<file path="config.mk">
export PLATFORM = sky130hd
export DESIGN_NAME = i2s_sample_tx
export DESIGN_NICKNAME = d
export VERILOG_FILES = /design/src/rtl/i2s_sample_tx_pkg.sv /design/src/rtl/sample_fifo.sv /design/src/rtl/i2s_sample_tx.sv
export SDC_FILE = /design/constraint.sdc
export NUM_CORES = 1
export LEC_CHECK = 0
export CAP_MARGIN = 5
export CORE_MARGIN = 4
export CORE_UTILIZATION = 38
export DETAILED_ROUTE_END_ITERATION = 6
export PLACE_DENSITY_LB_ADDON = 0.15
export SLEW_MARGIN = 20
export SYNTH_ARGS = -nofsm -noshare
export SYNTH_HDL_FRONTEND = slang
export SYNTH_SLANG_ARGS = --single-unit
</file>
<file path="constraint.sdc">
create_clock -name clk -period 3.22 [get_ports clk]
set_input_delay 0.966 -clock clk [delete_from_list [all_inputs] [get_ports clk]]
set_output_delay 0.966 -clock clk [all_outputs]
set_load 0.02 [all_outputs]
</file>
<file path="src/rtl/i2s_sample_tx_pkg.sv">
// Shared audio definitions for the I2S sample transmitter: default sample width,
// transmitter state encodings and the frame-length helper.
package i2s_sample_tx_pkg;

  localparam int DATA_WIDTH_DEF = 16;

  typedef enum logic {
    ST_IDLE = 1'b0,
    ST_RUN  = 1'b1
  } i2s_state_e;

  // One stereo frame carries the same word in both slots.
  function automatic int frame_bits(input int width);
    return 2 * width;
  endfunction

endpackage

</file>
<file path="src/rtl/sample_fifo.sv">
// Synchronous sample FIFO with show-ahead read data and occupancy output.
// Push and pop may happen on the same clock; a push while full is ignored.
module sample_fifo
  import i2s_sample_tx_pkg::*;
#(
  parameter int DATA_WIDTH = DATA_WIDTH_DEF,
  parameter int FIFO_AW    = 2
) (
  input  logic                  clk,
  input  logic                  rst_n,
  input  logic                  push,
  input  logic [DATA_WIDTH-1:0] wdata,
  input  logic                  pop,
  output logic [DATA_WIDTH-1:0] rdata,
  output logic                  full,
  output logic                  empty,
  output logic [FIFO_AW:0]      level
);

  localparam int DEPTH = 2 ** FIFO_AW;
  localparam logic [FIFO_AW:0] DEPTH_L = (FIFO_AW + 1)'(DEPTH);

  logic [DATA_WIDTH-1:0] mem [DEPTH];
  logic [FIFO_AW-1:0]    wr_ptr;
  logic [FIFO_AW-1:0]    rd_ptr;
  logic                  do_push;
  logic                  do_pop;

  assign full    = (level == DEPTH_L);
  assign empty   = (level == '0);
  assign do_push = push && !full;
  assign do_pop  = pop && !empty;
  assign rdata   = mem[rd_ptr];

  always_ff @(posedge clk) begin
    if (do_push) mem[wr_ptr] <= wdata;
  end

  always_ff @(posedge clk or negedge rst_n) begin
    if (!rst_n) begin
      wr_ptr <= '0;
      rd_ptr <= '0;
      level  <= '0;
    end else begin
      if (do_push) wr_ptr <= wr_ptr + FIFO_AW'(1);
      if (do_pop)  rd_ptr <= rd_ptr + FIFO_AW'(1);
      case ({do_push, do_pop})
        2'b10:   level <= level + (FIFO_AW + 1)'(1);
        2'b01:   level <= level - (FIFO_AW + 1)'(1);
        default: level <= level;
      endcase
    end
  end

endmodule

</file>
<file path="src/rtl/i2s_sample_tx.sv">
// Philips-I2S transmitter: buffers mono samples and sends each one on both slots.
// Optional macro I2S_SAMPLE_TX_UNDERRUN_CNT_EN adds a saturating underrun_count output.
//
//  state   | meaning
//  ST_IDLE | bclk/lrclk/sdata held 0, divider held, waiting for en
//  ST_RUN  | bit clock running, one frame per 2*DATA_WIDTH bit periods
module i2s_sample_tx
  import i2s_sample_tx_pkg::*;
#(
  parameter int DATA_WIDTH = DATA_WIDTH_DEF,
  parameter int BCLK_DIV   = 4,
  parameter int FIFO_AW    = 2
) (
  input  logic                  clk,
  input  logic                  rst_n,
  input  logic                  en,
  input  logic [DATA_WIDTH-1:0] sample,
  input  logic                  sample_valid,
  output logic                  sample_ready,
  output logic                  i2s_bclk,
  output logic                  i2s_lrclk,
  output logic                  i2s_sdata,
  output logic                  underrun,
  output logic [FIFO_AW:0]      fifo_level
`ifdef I2S_SAMPLE_TX_UNDERRUN_CNT_EN
  ,
  output logic [15:0]           underrun_count
`endif
);

  localparam int FRAME = frame_bits(DATA_WIDTH);
  localparam int NW    = $clog2(FRAME);
  localparam int DIV_W = $clog2(BCLK_DIV);

  localparam logic [DIV_W-1:0] DIV_LOAD = DIV_W'(BCLK_DIV - 1);
  localparam logic [NW-1:0]    LAST_BIT = NW'(FRAME - 1);
  localparam logic [NW-1:0]    LR_LO    = NW'(DATA_WIDTH - 1);
  localparam logic [NW-1:0]    LR_HI    = NW'(FRAME - 2);

  i2s_state_e            state_q, state_d;
  logic [DIV_W-1:0]      div_q, div_d;
  logic [NW-1:0]         bit_q, bit_d;
  logic [FRAME-1:0]      shreg_q, shreg_d;
  logic                  first_q, first_d;
  logic                  bclk_d, lrclk_d, sdata_d, underrun_d;
  logic                  tc, shift_evt, frame_end;
  logic                  fifo_pop, fifo_full, fifo_empty, fifo_push;
  logic [DATA_WIDTH-1:0] fifo_rdata;

  assign sample_ready = !fifo_full;
  assign fifo_push    = sample_valid && sample_ready;

  sample_fifo #(
    .DATA_WIDTH(DATA_WIDTH),
    .FIFO_AW   (FIFO_AW)
  ) u_fifo (
    .clk  (clk),
    .rst_n(rst_n),
    .push (fifo_push),
    .wdata(sample),
    .pop  (fifo_pop),
    .rdata(fifo_rdata),
    .full (fifo_full),
    .empty(fifo_empty),
    .level(fifo_level)
  );

  assign tc        = (div_q == '0);
  assign shift_evt = (state_q == ST_RUN) && tc && i2s_bclk;
  // The first shift event after IDLE always loads; it is never a frame end.
  assign frame_end = shift_evt && !first_q && (bit_q == LAST_BIT);

  always_comb begin
    state_d    = state_q;
    div_d      = div_q;
    bit_d      = bit_q;
    shreg_d    = shreg_q;
    first_d    = first_q;
    bclk_d     = i2s_bclk;
    lrclk_d    = i2s_lrclk;
    sdata_d    = i2s_sdata;
    underrun_d = 1'b0;
    fifo_pop   = 1'b0;
    case (state_q)
      ST_IDLE: begin
        div_d   = DIV_LOAD;
        bit_d   = '0;
        bclk_d  = 1'b0;
        lrclk_d = 1'b0;
        sdata_d = 1'b0;
        if (en) begin
          state_d = ST_RUN;
          first_d = 1'b1;
        end
      end
      ST_RUN: begin
        div_d = tc ? DIV_LOAD : div_q - DIV_W'(1);
        if (tc) bclk_d = !i2s_bclk;
        if (shift_evt) begin
          first_d = 1'b0;
          if (frame_end && !en) begin
            state_d = ST_IDLE;
            bit_d   = '0;
            lrclk_d = 1'b0;
            sdata_d = 1'b0;
          end else if (first_q || bit_q == LAST_BIT) begin
            bit_d   = '0;
            lrclk_d = 1'b0;
            if (!fifo_empty) begin
              fifo_pop = 1'b1;
              shreg_d  = {fifo_rdata, fifo_rdata};
              sdata_d  = fifo_rdata[DATA_WIDTH-1];
            end else begin
              shreg_d    = '0;
              sdata_d    = 1'b0;
              underrun_d = 1'b1;
            end
          end else begin
            bit_d   = bit_q + NW'(1);
            shreg_d = shreg_q << 1;
            sdata_d = shreg_q[FRAME-2];
            lrclk_d = (bit_d >= LR_LO) && (bit_d <= LR_HI);
          end
        end
      end
      default: state_d = ST_IDLE;
    endcase
  end

  always_ff @(posedge clk or negedge rst_n) begin
    if (!rst_n) begin
      state_q   <= ST_IDLE;
      div_q     <= '0;
      bit_q     <= '0;
      shreg_q   <= '0;
      first_q   <= 1'b0;
      i2s_bclk  <= 1'b0;
      i2s_lrclk <= 1'b0;
      i2s_sdata <= 1'b0;
      underrun  <= 1'b0;
    end else begin
      state_q   <= state_d;
      div_q     <= div_d;
      bit_q     <= bit_d;
      shreg_q   <= shreg_d;
      first_q   <= first_d;
      i2s_bclk  <= bclk_d;
      i2s_lrclk <= lrclk_d;
      i2s_sdata <= sdata_d;
      underrun  <= underrun_d;
    end
  end

`ifdef I2S_SAMPLE_TX_UNDERRUN_CNT_EN
  always_ff @(posedge clk or negedge rst_n) begin
    if (!rst_n) begin
      underrun_count <= '0;
    end else if (underrun && underrun_count != 16'hFFFF) begin
      underrun_count <= underrun_count + 16'd1;
    end
  end
`endif

endmodule
</file>
Word-level counts from Yosys, hierarchy flattened:

Memories as Yosys holds them, arrays and structs flattened.
Cells that the tools add are included.
W data, S select, Z words.

* register bits after elaboration: 51
* RAM bits: 64
* output and inout bits: 8
* logic and storage cells: 89
* memories: 1

Memory list
* u_fifo.mem: words 4, bits a word 16, rd ports 1, clocked after Yosys merged registers in 0, write ports 1, line sample_fifo.sv:23 `logic [DATA_WIDTH-1:0] mem [DEPTH];`

* add/subtract/negate cells: 6
* $lt $le $gt $ge: 2
* equal/unequal tests: 7
* muxes and demuxes: 39
* bitwise logic cells: 2
* reduce and logical (&&, ||, !) cells: 20

Operators with widths (number)
* $mux W31: 2
* $mux W1: 25
* $mux W5: 3
* $pmux W1 S2: 5
* $pmux W5 S2: 1
* $logic_and A1 B1 Y1: 9
* $pmux W3 S2: 1
* $add A5 B1 Y5 const B: 1
* $eq A5 B5 Y1 const B: 1
* $ge A5 B4 Y1 const B: 1
* $le A5 B5 Y1 const B: 1
* $logic_not A1 Y1: 5
* $add A2 B1 Y2 const B: 2
* $ne A2 B1 Y1 const B: 2
* $pmux W2 S2: 1
* $add A3 B1 Y3 const B: 1
* $eq A3 B3 Y1 const B: 1
* $logic_not A3 Y1: 1
* $reduce_and A3 Y1: 1
* $sub A3 B1 Y3 const B: 1
* $eq A2 B1 Y1 const B: 1
* $eq A2 B2 Y1 const B: 1
* $logic_not A2 Y1: 1
* $mux W2: 1
* 6 further kinds: 7

Longest topological paths before layout:

Gate-level depths: netlist of run 1.

* depth after elaboration: 12
* gate-level depth with buffers: 13
* mapped depth without buffers: 11

Modules after synthesis:

A second synthesis of run 1 with hierarchy kept.

* cells, all modules: 332
* area total of the unflattened synthesis: 4880.9 um2

By module, submodules not included
* sample_fifo: times used 1, cells each 121, area an instance 2775.2 um2, seq. area each 2097.0 um2
* i2s_sample_tx: times used 1, cells each 211, area an instance 2105.8 um2, seq. area each 1101.1 um2

Worst setup path before layout of run 1:

OpenSTA, ideal clock, no wires.

* kind: register -> register
* start point: reg bit_q[0]
* end point: reg u_fifo.level[2]
* setup time: 0.134 ns
* data arrival time: 2.567 ns
* required time: 3.086 ns
* slack: 0.519 ns
* cell stages (with the launch flop): 14
* buffers on the path: 2
* clock period less this slack: 2.701 ns
* cell sequence: dfrtp_1 -> ha_1 -> and3_1 -> ha_1 -> or3b_1 -> and3_1 -> buf_6 -> buf_6 -> ha_1 -> inv_1 -> fa_1 -> xor2_1 -> nor2_1 -> xor2_1

* longest elaborated chain between the ends: 9
* elaborated cells on any way between the ends: 13
* those cells by class: eq/ne (3); mux (5); reduce/logical (5)

Ends and longest elaborated chain
* start: declaration: line i2s_sample_tx.sv:42 `logic [NW-1:0] bit_q, bit_d;`
* start signal: assignment: line i2s_sample_tx.sv:144 `bit_q <= bit_d;`
* $eq A5 B5 Y1 (*): line i2s_sample_tx.sv:71, i2s_sample_tx.sv:106
* $logic_or A1 B1 Y1 or $logic_and A1 B1 Y1 (tied branches): line i2s_sample_tx.sv:106, i2s_sample_tx.sv:71
* $mux W1 or $logic_and A1 B1 Y1 (tied branches): line i2s_sample_tx.sv:106, i2s_sample_tx.sv:101
* $mux W1 (*): line i2s_sample_tx.sv:101 `if (frame_end && !en) begin`
* $mux W1 (*): line i2s_sample_tx.sv:99 `if (shift_evt) begin`
* $mux W1 (*): line i2s_sample_tx.sv:84 `case (state_q)`
* $logic_and A1 B1 Y1 (*): line sample_fifo.sv:32 `assign do_pop = pop && !empty;`
* net u_fifo.do_pop: line sample_fifo.sv:27 `logic do_pop;`
* $eq A2 B1 Y1 or $eq A2 B2 Y1 (tied branches): line sample_fifo.sv:47 `case ({do_push, do_pop})`
* $pmux W3 S2 or $reduce_bool A2 Y1 (tied branches)
* end signal: assignment: line sample_fifo.sv:48 `2'b10: level <= level + (FIFO_AW + 1)'(1);`
* end signal: assignment: line sample_fifo.sv:49 `2'b01: level <= level - (FIFO_AW + 1)'(1);`
* end signal: assignment: line sample_fifo.sv:50 `default: level <= level;`
* end: declaration: line sample_fifo.sv:17 `output logic [FIFO_AW:0] level`

Mark *: on every way through the listed nets, which the timed path passes. The rest lies on a longest branch.
A chain may end at the register's enable or synchronous reset.

Final worst setup path of run 1:

* start point: reg bit_q[0]
* end point: reg u_fifo.level[2]

* longest elaborated chain between the ends: 9
* elaborated cells on any way between the ends: 13
* those cells by class: eq/ne (3); mux (5); reduce/logical (5)

Ends and longest elaborated chain (line)
* $eq A5 B5 Y1 (*): i2s_sample_tx.sv:71, i2s_sample_tx.sv:106
* $logic_or A1 B1 Y1 or $logic_and A1 B1 Y1 (tied branches): i2s_sample_tx.sv:106, i2s_sample_tx.sv:71
* $mux W1 or $logic_and A1 B1 Y1 (tied branches): i2s_sample_tx.sv:106, i2s_sample_tx.sv:101
* $mux W1 (*): i2s_sample_tx.sv:101
* $mux W1 (*): i2s_sample_tx.sv:99
* $mux W1 (*): i2s_sample_tx.sv:84
* $logic_and A1 B1 Y1 (*): sample_fifo.sv:32
* $eq A2 B1 Y1 or $eq A2 B2 Y1 (tied branches): sample_fifo.sv:47
* $pmux W3 S2 or $reduce_bool A2 Y1 (tied branches)

Every way passes the cells marked *; elsewhere a longest branch is shown, timed or not.

==> results of run 1 <==
through the flow:
| step | power, W | worst slack [ns] |
|---|---|---|
| 2_1_floorplan | 0.002880 | 0.5191 |
| 3_3_place_gp | 0.003215 | 0.3051 |
| 3_5_place_dp | 0.003242 | 0.2615 |
| 4_1_cts | 0.004936 | 0.4628 |
| 5_1_grt | 0.005161 | 0.1876 |
| 6_report | 0.004858 | 0.4993 |
final timing paths:
path                       cells after the start                  start                           to
setup / recovery                              11   bit_q[0]$_DFFE_PN0P_  u_fifo.level[2]$_DFFE_PN0P_
hold / removal                                 2  i2s_lrclk$_DFFE_PN0P_        i2s_lrclk$_DFFE_PN0P_
setup reg to reg                              11   bit_q[0]$_DFFE_PN0P_  u_fifo.level[2]$_DFFE_PN0P_
hold reg to reg                                2  i2s_lrclk$_DFFE_PN0P_        i2s_lrclk$_DFFE_PN0P_
max in group asynchronous                      2                  rst_n      shreg_q[18]$_DFFE_PN0P_
min in group asynchronous                      1                  rst_n      shreg_q[11]$_DFFE_PN0P_
power by group:
group	switching [W]	internal [W]
registers	0.000236	0.00198
clock network	0.000620	0.00105
logic	0.000466	0.000511
sequential cells by signal, indices dropped and copies added (netlist names), 2 cells and up:
register       flops
bit_q              5
div_q              2
shreg_q           31
u_fifo.level       3
u_fifo.mem        64
u_fifo.rd_ptr      2
u_fifo.wr_ptr      2
cells in the final DEF (no fill, tap or decap), types with 5 or more instances in the layout:
cell             count
nand2_1             20
mux4_2              16
o21ai_0              9
nor2_1              13
buf_4                9
ha_1                10
xnor2_1              6
a211o_1              8
clkdlybuf4s50_1     26
and2_4               6
dfrtp_1             51
a21oi_1              5
a221o_1             20
inv_1               14
edfxtp_1            64
and3_1               7
clkbuf_16           17
and2_1              12
kinds of logic after synthesis:
group | count (synthesis) | synth area share
XOR/XNOR | 9 | 0.01673
multiplexers | 17 | 0.07889
AO/OA/AOI/OAI | 53 | 0.09190
adder cells (fa/ha/maj) | 11 | 0.03081
buffers and inverters | 28 | 0.02869
flip-flops | 115 | 0.6789
AND/OR/NAND/NOR | 66 | 0.07410
worst min-delay path: stages (launching register included):
cell and delay, ns:
dfrtp_1 0.34, nand2_1 0.05, o21ai_0 0.06
routing by layer:
| layer | up-vias | track usage | part of all wire |
|---|---|---|---|
| met4 | 0 | 0.05941 | 0.0092 |
| met2 | 45 | 0.1985 | 0.47 |
| met3 | 7 | 0.04796 | 0.043 |
| met5 | - | 0 | 0 |
| met1 | 1305 | 0.1767 | 0.47 |
| li1 | 1220 | - | - |
area by class of cell:
class | instances | area [um2] | area share
Timing Repair Buffer | 37 | 352.8 | 0.06168
Clock buffer | 21 | 440.4 | 0.07699
Sequential cell | 115 | 3198 | 0.5591
Clock inverter | 11 | 88.84 | 0.01553
Tap cell | 168 | 210.2 | 0.03675
Multi-Input combinational cell | 156 | 1378 | 0.2408
Inverter | 14 | 52.55 | 0.009186
==> impl_metrics.yaml, run 1 <==
global_routing:
  grt_max_degree: 44
  antenna_found_initial: 0
  grtUsageTotal: 0.1337
  grt_overflow: 0
  grt_pass1_wl_um: 14260
  first_global_vias: 2682
drt:
  drc: 0
  vias_per_cell: 4.937
  drtPass1Iterations: 4
  post_drt_wl_per_cell_um: 16.42
  drt_wl_total_um: 8571
  drt_iter0_drc: 219
  ant_nets: 0
  num_vias: 2577
run:
  maxCapViolations: 0
logic_synthesis:
  yosysMostFrequentCell: "edfxtp_1"
  ys.warnings.count: 0
  synth_top_flop_cell: "edfxtp_1"
  yosysTopAreaCell: "edfxtp_1"
  yosysTopAreaCellShare: 0.4080
  synth.ff_latch_count: 115
  synth-async-reset-ratio: 0.4435
  avgSynthCellArea_um2: 15.76
  ys_types: 37
  ys_seq_area_frac: 0.6789
  synth_common_cells: "edfxtp_1 (64), dfrtp_1 (51), a221o_1 (20), nand2_1 (20), mux4_2 (16)"
  syn_area_um2: 4711
  synth.area.top_cells: "edfxtp_1 (41%), dfrtp_1 (27%), mux4_2 (7.6%)"
  syn_nets: 330
  synth_edf_count: 64
  synthCells: 299
die:
  rows: 40
  start_util: 0.3906
  die_h_um: 119.3
  pin_count: 28
  core_area_um2: 12060
  die_x_um: 119.3
  dieArea_um2: 14240
power_and_ir_drop:
  powerDensity_nw_per_um2: 849.3
  peakVddDrop_mv: 0.3710
  leakage_nw: 2.296
setup_path:
  cp.arrival_ns: 3.05
  start_kind: "flip-flop"
  crit_chain: "ha_1 -> and3_1 -> ha_1 -> o32a_1 -> and3_1 -> ha_1 -> inv_1 -> fa_1 -> xor2_1 -> nor2_1 -> xor2_1"
  path_buf_inv: 1
  critical_path_class: "flip-flop to flip-flop"
  max_stage_delay_ns: 0.48
  rrSetupSlack_ns: 0.50
  critical_path.top_delay_family: "adder cells"
  required_ns: 3.55
  crit_top_cell: "ha_1"
  end_kind: "flip-flop"
  slowest_stage: "dfrtp_1"
  path_max_fanout: 9
timing:
  setup_violations: 0
  finalCriticalPeriod_ns: 2.721
  holdWs_ns: 0.4761
  drv_slew: 0
  fin_setup_tns_ns: 0
  skew_ns: 0.009020
  clock.fmax_mhz: 367.6
  relSlewSlack: 0.4318
  hold_viol: 0
  finalCritPeriodShare: 0.8449
  rsz0062_at_grt: "no"
  tightest_slew_ns: 0.8523
final_layout:
  stdcell_count: 522
  fin_nets: 372
  area.growth.synth_to_final_pct: 21.43
  final_util: 0.4743
  num_antenna_cells: 0
  finalInstanceArea_um2: 5720
  drive_above_1_share: 0.1723
  fillCellCount: 1069
clock_network:
  cts_num_sinks: 115
  htreeDepth: 4
  root_buffer: "clkbuf_16"
  clk_pin_slew_ns: 0.05
  clock_path_buffers: 2
  cts_setup_buffers: 0
  post_cts_resized: 0
  tritoncts: "built"
  clock_latency_ns: 0.41
  cts_made_buffers: 17
  cts_hold_buf: 0
placement:
  place.gp.congestion: 0.7923
  placed_area_um2: 5191
  hpwl_um: 5279
  dp.cells: 490
  numPortBuffers: 27
worst_hold_path:
  hp-class: "flip-flop to flip-flop"
outcome:
  status: "complete, no violations"
Note: power is estimated with default switching activity, not from simulation.
==> inputs of run 2 (changes only) <==
Clock period 3.22 ns to 2.5 ns, I/O delays scaled along.
==> run 2 against run 1 <==
Net effect:
- utilization is 2.3 points higher
- count of clock-buffer cells in the layout is 4 higher
- highest routed layer unchanged
- hold slack worse by 0.14 ns
- first-iteration DRC count is 6.8% lower
- cell area is 4.9% higher
- sequential share of layout area is 2.6 points lower
- non-clock buffer count is 13 higher
- via count is 0.97% higher
- flip-flop and latch count stayed put
- die area stayed put
- wire length is 1.9% higher
- critical path depth stayed put
==> impl_metrics.yaml, run 2 (synthesis gave the netlist of run 1 again) <==
timing:
  fin_ws_ns: 0.09629
  tightest_slew_ns: 0.3305
  setup_violations: 0
  finalCritPeriodShare: 0.9615
  relSlewSlack: 0.7797
  skew_ns: 0.007681
  hold_viol: 0
  finalCriticalPeriod_ns: 2.404
  rsz0062_at_grt: "yes"
  clock.fmax_mhz: 416.0
  drv_slew: 0
die:
  dieArea_um2: 14240
  die_h_um: 119.3
  die_x_um: 119.3
  start_util: 0.3906
  rows: 40
  core_area_um2: 12060
  pin_count: 28
clock_network:
  clock_latency_ns: 0.40
  htreeDepth: 4
  cts_made_buffers: 17
  cts_num_sinks: 115
  clk_pin_slew_ns: 0.05
  tritoncts: "built"
  clock_path_buffers: 2
  root_buffer: "clkbuf_16"
  cts_hold_buf: 0
  cts_setup_buffers: 0
drt:
  post_drt_wl_per_cell_um: 16.32
  drtPass1Iterations: 4
  drt_wl_total_um: 8731
  drc: 0
  drt_iter0_drc: 204
  vias_per_cell: 4.864
  num_vias: 2602
  ant_nets: 0
placement:
  place.gp.congestion: 0.7417
  hpwl_um: 5684
  numPortBuffers: 27
  place_ws_ns: -0.1431
power_and_ir_drop:
  leakage_nw: 2.421
  peakVddDrop_mv: 0.7955
  powerDensity_nw_per_um2: 1133
global_routing:
  grt_overflow: 0
  antenna_found_initial: 0
  first_global_vias: 2819
  grt_max_degree: 52
  grtUsageTotal: 0.1352
  grt_pass1_wl_um: 14680
setup_path:
  cp.arrival_ns: 2.73
  slowest_stage: "dfrtp_2"
  start_kind: "flip-flop"
  required_ns: 2.82
  critical_path_class: "flip-flop to flip-flop"
  end_kind: "flip-flop"
  rrSetupSlack_ns: 0.1
  crit_chain: "ha_4 -> and3_1 -> ha_2 -> or3b_1 -> and3_4 -> ha_4 -> inv_2 -> fa_2 -> xor2_1 -> nor2_1 -> xor2_1"
  reg2reg_depth: 11
  path_max_fanout: 5
  r2r-start: "bit_q[1]$_DFFE_PN0P_"
  worstReg2RegEnd: "u_fifo.level[2]$_DFFE_PN0P_"
  max_stage_delay_ns: 0.42
final_layout:
  reg_top3: "u_fifo.mem (64), shreg_q (31), bit_q (5)"
  fin_nets: 385
  mostFrequentLayoutCells: "edfxtp_1 (64), dfrtp_1 (49), clkdlybuf4s50_1 (25)"
  largest_reg_flops: 64
  layout_commonest_cell: "edfxtp_1"
  area.growth.synth_to_final_pct: 27.36
  drive_above_1_share: 0.2343
  final_util: 0.4974
  num_antenna_cells: 0
  max_flop_register: "u_fifo.mem"
worst_hold_path:
  hp-class: "primary input to async pin"
outcome:
  status: "complete, no violations"
run:
  maxCapViolations: 0
-- run 2: report_power, final --
part / switching, W / internal [W]
logic: 0.000649 / 0.000742
registers: 0.000283 / 0.00255
clock network: 0.000809 / 0.00176
total: 0.00174 / 0.00505
-- run 2: timing repair --
action / in CTS / in global routing
gates resized for setup: 0 / 2
endpoints found under the setup margin: 0 / 2
endpoints found under the hold margin: 0 / 0
-- run 2: layer usage --
metal  up-vias  global-route usage  part of all wire
met5         -                   0                 0
met4         0             0.05583             0.015
met3         9             0.04511             0.032
met2        35              0.2158              0.49
met1      1311              0.1693              0.46
li1       1247                   -                 -
-- run 2: worst max-delay path by stage --
stage | start | end | cells past startpoint
2_1_floorplan | bit_q[0]$_DFFE_PN0P_ | u_fifo.level[2]$_DFFE_PN0P_ | 13
3_3_place_gp | en | u_fifo.level[2]$_DFFE_PN0P_ | 9
3_5_place_dp | en | u_fifo.level[2]$_DFFE_PN0P_ | 9
4_1_cts | u_fifo.level[0]$_DFFE_PN0P_ | sample_ready | 3
5_1_grt | bit_q[1]$_DFFE_PN0P_ | u_fifo.level[2]$_DFFE_PN0P_ | 11
6_report | bit_q[1]$_DFFE_PN0P_ | u_fifo.level[2]$_DFFE_PN0P_ | 11
-- run 2: per-stage QoR --
| stage | std cells | hold slack, ns | power (W) | TNS [ns] | area (um2) |
|---|---|---|---|---|---|
| 2_1_floorplan | 299 | 0.4381 | 0.003736 | -0.005180 | 4743 |
| 3_3_place_gp | 503 | 0.4672 | 0.004261 | -0.2928 | 5346 |
| 3_5_place_dp | 503 | 0.4719 | 0.004299 | -0.3730 | 5346 |
| 4_1_cts | 535 | 0.3298 | 0.006899 | 0 | 5992 |
| 5_1_grt | 535 | 0.3392 | 0.007168 | -0.02180 | 6000 |
| 6_report | 535 | 0.3323 | 0.006794 | 0 | 6000 |
-- run 2: cell type report --
type                            count  area [um2]
Sequential cell                   115        3201
Clock buffer                       25       526.8
Inverter                           14       52.55
Tap cell                          168       210.2
Multi-Input combinational cell    156        1413
Fill cell                        1044        6062
Clock inverter                      7       118.9
Timing Repair Buffer               50       478.0
-- run 2: worst max-delay path: cells and delay by family (launching register included) --
| family | cells | cell delay, ns |
|---|---|---|
| xor+xnor | 2 | 0.33 |
| fa+ha+maj | 4 | 0.85 |
| buf+inv | 1 | 0.03 |
| flops | 1 | 0.42 |
| simple gates | 4 | 0.70 |
==> inputs of run 3 (changes only) <==
Settings changed: ABC_AREA set to 1, CAP_MARGIN 5 to 20, SETUP_SLACK_MARGIN set to 0.5.
==> run 3 against run 2 <==
Net effect:
- synthesized cell count is 73% higher
- first-iteration DRC count shrank 32%
- hold slack better by 0.13 ns
- synthesized area grew 7.7%
- non-clock buffer count is 2 lower
- sequential share of layout area decreased by 2.6 points
- critical path depth unchanged
- utilization down 0.59 points
- count of clock-buffer cells in the layout shrank 8
- highest routed layer unchanged
==> impl_metrics.yaml, run 3 <==
placement:
  place.gp.congestion: 0.7374
  place_ws_ns: -0.08086
  numPortBuffers: 27
  hpwl_um: 5915
logic_synthesis:
  ys.warnings.count: 0
  ys_types: 26
  synth_top_flop_cell: "edfxtp_1"
  ys_seq_area_frac: 0.6302
  yosysTopAreaCellShare: 0.3787
  synthCells: 517
  avgSynthCellArea_um2: 9.816
  synth.area.top_cells: "edfxtp_1 (38%), dfrtp_1 (25%), nand2_1 (11%)"
  syn_nets: 548
  yosysTopAreaCell: "edfxtp_1"
  yosysMostFrequentCell: "nand2_1"
  synth_edf_count: 64
  synth-async-reset-ratio: 0.4435
  synth.ff_latch_count: 115
  synth_common_cells: "nand2_1 (150), edfxtp_1 (64), inv_1 (64), nor2_1 (62), dfrtp_1 (51)"
  syn_area_um2: 5075
power_and_ir_drop:
  peakVddDrop_mv: 0.6140
  powerDensity_nw_per_um2: 859.8
  finalPower_w: 0.005420
  leakage_nw: 2.862
timing:
  tightest_slew_ns: 0.6819
  rsz0062_at_grt: "yes"
  finalCritPeriodShare: 0.8576
  setup_violations: 0
  skew_ns: 0.008789
  finalCriticalPeriod_ns: 2.144
  drv_slew: 0
  relSlewSlack: 0.5454
  hold_viol: 0
  clock.fmax_mhz: 466.4
  fin_ws_ns: 0.3559
setup_path:
  r2r-start: "bit_q[1]$_DFFE_PN0P_"
  reg2reg_depth: 13
  cp.arrival_ns: 2.44
  required_ns: 2.79
  end_kind: "flip-flop"
  critical_path_class: "primary input to flip-flop"
  start_kind: "primary input"
  worstReg2RegEnd: "u_fifo.level[2]$_DFFE_PN0P_"
  path_max_fanout: 2
  rrSetupSlack_ns: 0.38
die:
  dieArea_um2: 15270
  start_util: 0.3957
  die_x_um: 123.6
  rows: 41
  die_h_um: 123.6
  core_area_um2: 12820
  pin_count: 28
outcome:
  status: "complete, no violations"
worst_hold_path:
  min_to: "div_q[0]$_DFF_PN0_"
  hp-class: "flip-flop to flip-flop"
  hold_path_depth: 1
  hp-start: "div_q[0]$_DFF_PN0_"
final_layout:
  area.growth.synth_to_final_pct: 24.21
  max_flop_register: "u_fifo.mem"
  fin_nets: 597
  fillCellCount: 1208
  num_antenna_cells: 0
  mostFrequentLayoutCells: "nand2_1 (148), edfxtp_1 (64), inv_1 (62)"
  largest_reg_flops: 64
  drive_above_1_share: 0.1330
  reg_top3: "u_fifo.mem (64), shreg_q (31), bit_q (5)"
  layout_commonest_cell: "nand2_1"
clock_network:
  cts_num_sinks: 115
  clock_path_buffers: 2
  tritoncts: "built"
  cts_hold_buf: 0
  htreeDepth: 4
  clk_pin_slew_ns: 0.06
  clock_latency_ns: 0.41
  root_buffer: "clkbuf_16"
  cts_made_buffers: 17
run:
  maxCapViolations: 0
drt:
  drtPass1Iterations: 4
  ant_nets: 0
  num_vias: 3391
  drt_wl_total_um: 9625
  vias_per_cell: 4.515
  post_drt_wl_per_cell_um: 12.82
  drt_iter0_drc: 138
  drc: 0
global_routing:
  grt_overflow: 0
  first_global_vias: 3399
  grt_max_degree: 52
  grtUsageTotal: 0.1428
  antenna_found_initial: 0
  grt_pass1_wl_um: 16440
run 3: how the worst max path moves through the flow:
| stage | slack [ns] | endpoint | cells after the start | start |
|---|---|---|---|---|
| floorplan | 0.06 | u_fifo.level[2]$_DFFE_PN0P_ | 15 | bit_q[0]$_DFFE_PN0P_ |
| global placement | -0.08 | u_fifo.level[2]$_DFFE_PN0P_ | 11 | en |
| detailed placement | -0.08 | u_fifo.level[2]$_DFFE_PN0P_ | 11 | en |
| CTS | 0.32 | sample_ready | 3 | u_fifo.level[0]$_DFFE_PN0P_ |
| global route | 0.29 | u_fifo.level[2]$_DFFE_PN0P_ | 13 | bit_q[1]$_DFFE_PN0P_ |
| finish | 0.36 | u_fifo.level[2]$_DFFE_PN0P_ | 11 | en |
run 3: logic make-up after synthesis:
group,Yosys count,share of synthesized area
simple gates,243,0.1990
xor+xnor,4,0.006905
fa+ha+maj,11,0.02860
buf+inv,82,0.07150
flops,115,0.6302
compound gates,62,0.06386
run 3: stage by stage:
stage | cells | instance area (um2) | utilization | hold WS, ns | setup TNS, ns
after floorplan | 517 | 5102 | - | 0.4371 | 0
after global placement | 713 | 5623 | 0.4384 | 0.4537 | -0.08359
after detailed placement | 713 | 5623 | 0.4384 | 0.4590 | -0.08086
after CTS | 751 | 6285 | 0.4900 | 0.4668 | 0
after global routing | 751 | 6304 | 0.4915 | 0.5129 | 0
final | 751 | 6304 | 0.4915 | 0.4616 | 0
run 3: critical path, stage by stage:
cell	delay, ns
clkdlybuf4s50_1	0.48
nor2_1	0.05
nand2_2	0.10
nand2_4	0.08
nor2_8	0.12
ha_4	0.13
inv_2	0.03
fa_2	0.34
a21oi_2	0.13
o21ai_1	0.08
xor2_1	0.14
run 3: area by class of cell:
class	count	area, um2	area share
inverters	64	240.2	0.03811
clock inverters	15	180.2	0.02858
well taps	172	215.2	0.03414
repair buffers	48	462.9	0.07344
flip-flops and latches	115	3199	0.5075
multi-input cells	320	1580	0.2507
clock buffers	17	425.4	0.06749
run 3: where the power goes:
group / switching [W] / leakage, nW / internal [W]
Clock: 0.000890 / 0.291 / 0.00158
Sequential: 0.0000715 / 1.19 / 0.00228
Combinational: 0.000379 / 1.38 / 0.000229
Total: 0.00134 / 2.86 / 0.00408
run 3: repair_timing:
action	CTS	global route
pin swaps	10	1
buffers inserted	6	0
setup endpoints to repair	39	28
resized for setup	13	6
run 3: routing by layer:
metal	vias to the layer above	wire (um)	GRT usage
li1	1751	-	-
met1	1582	4681	0.1875
met2	51	4541	0.2195
met3	7	326	0.04666
met4	0	75	0.05606
met5	-	0	0
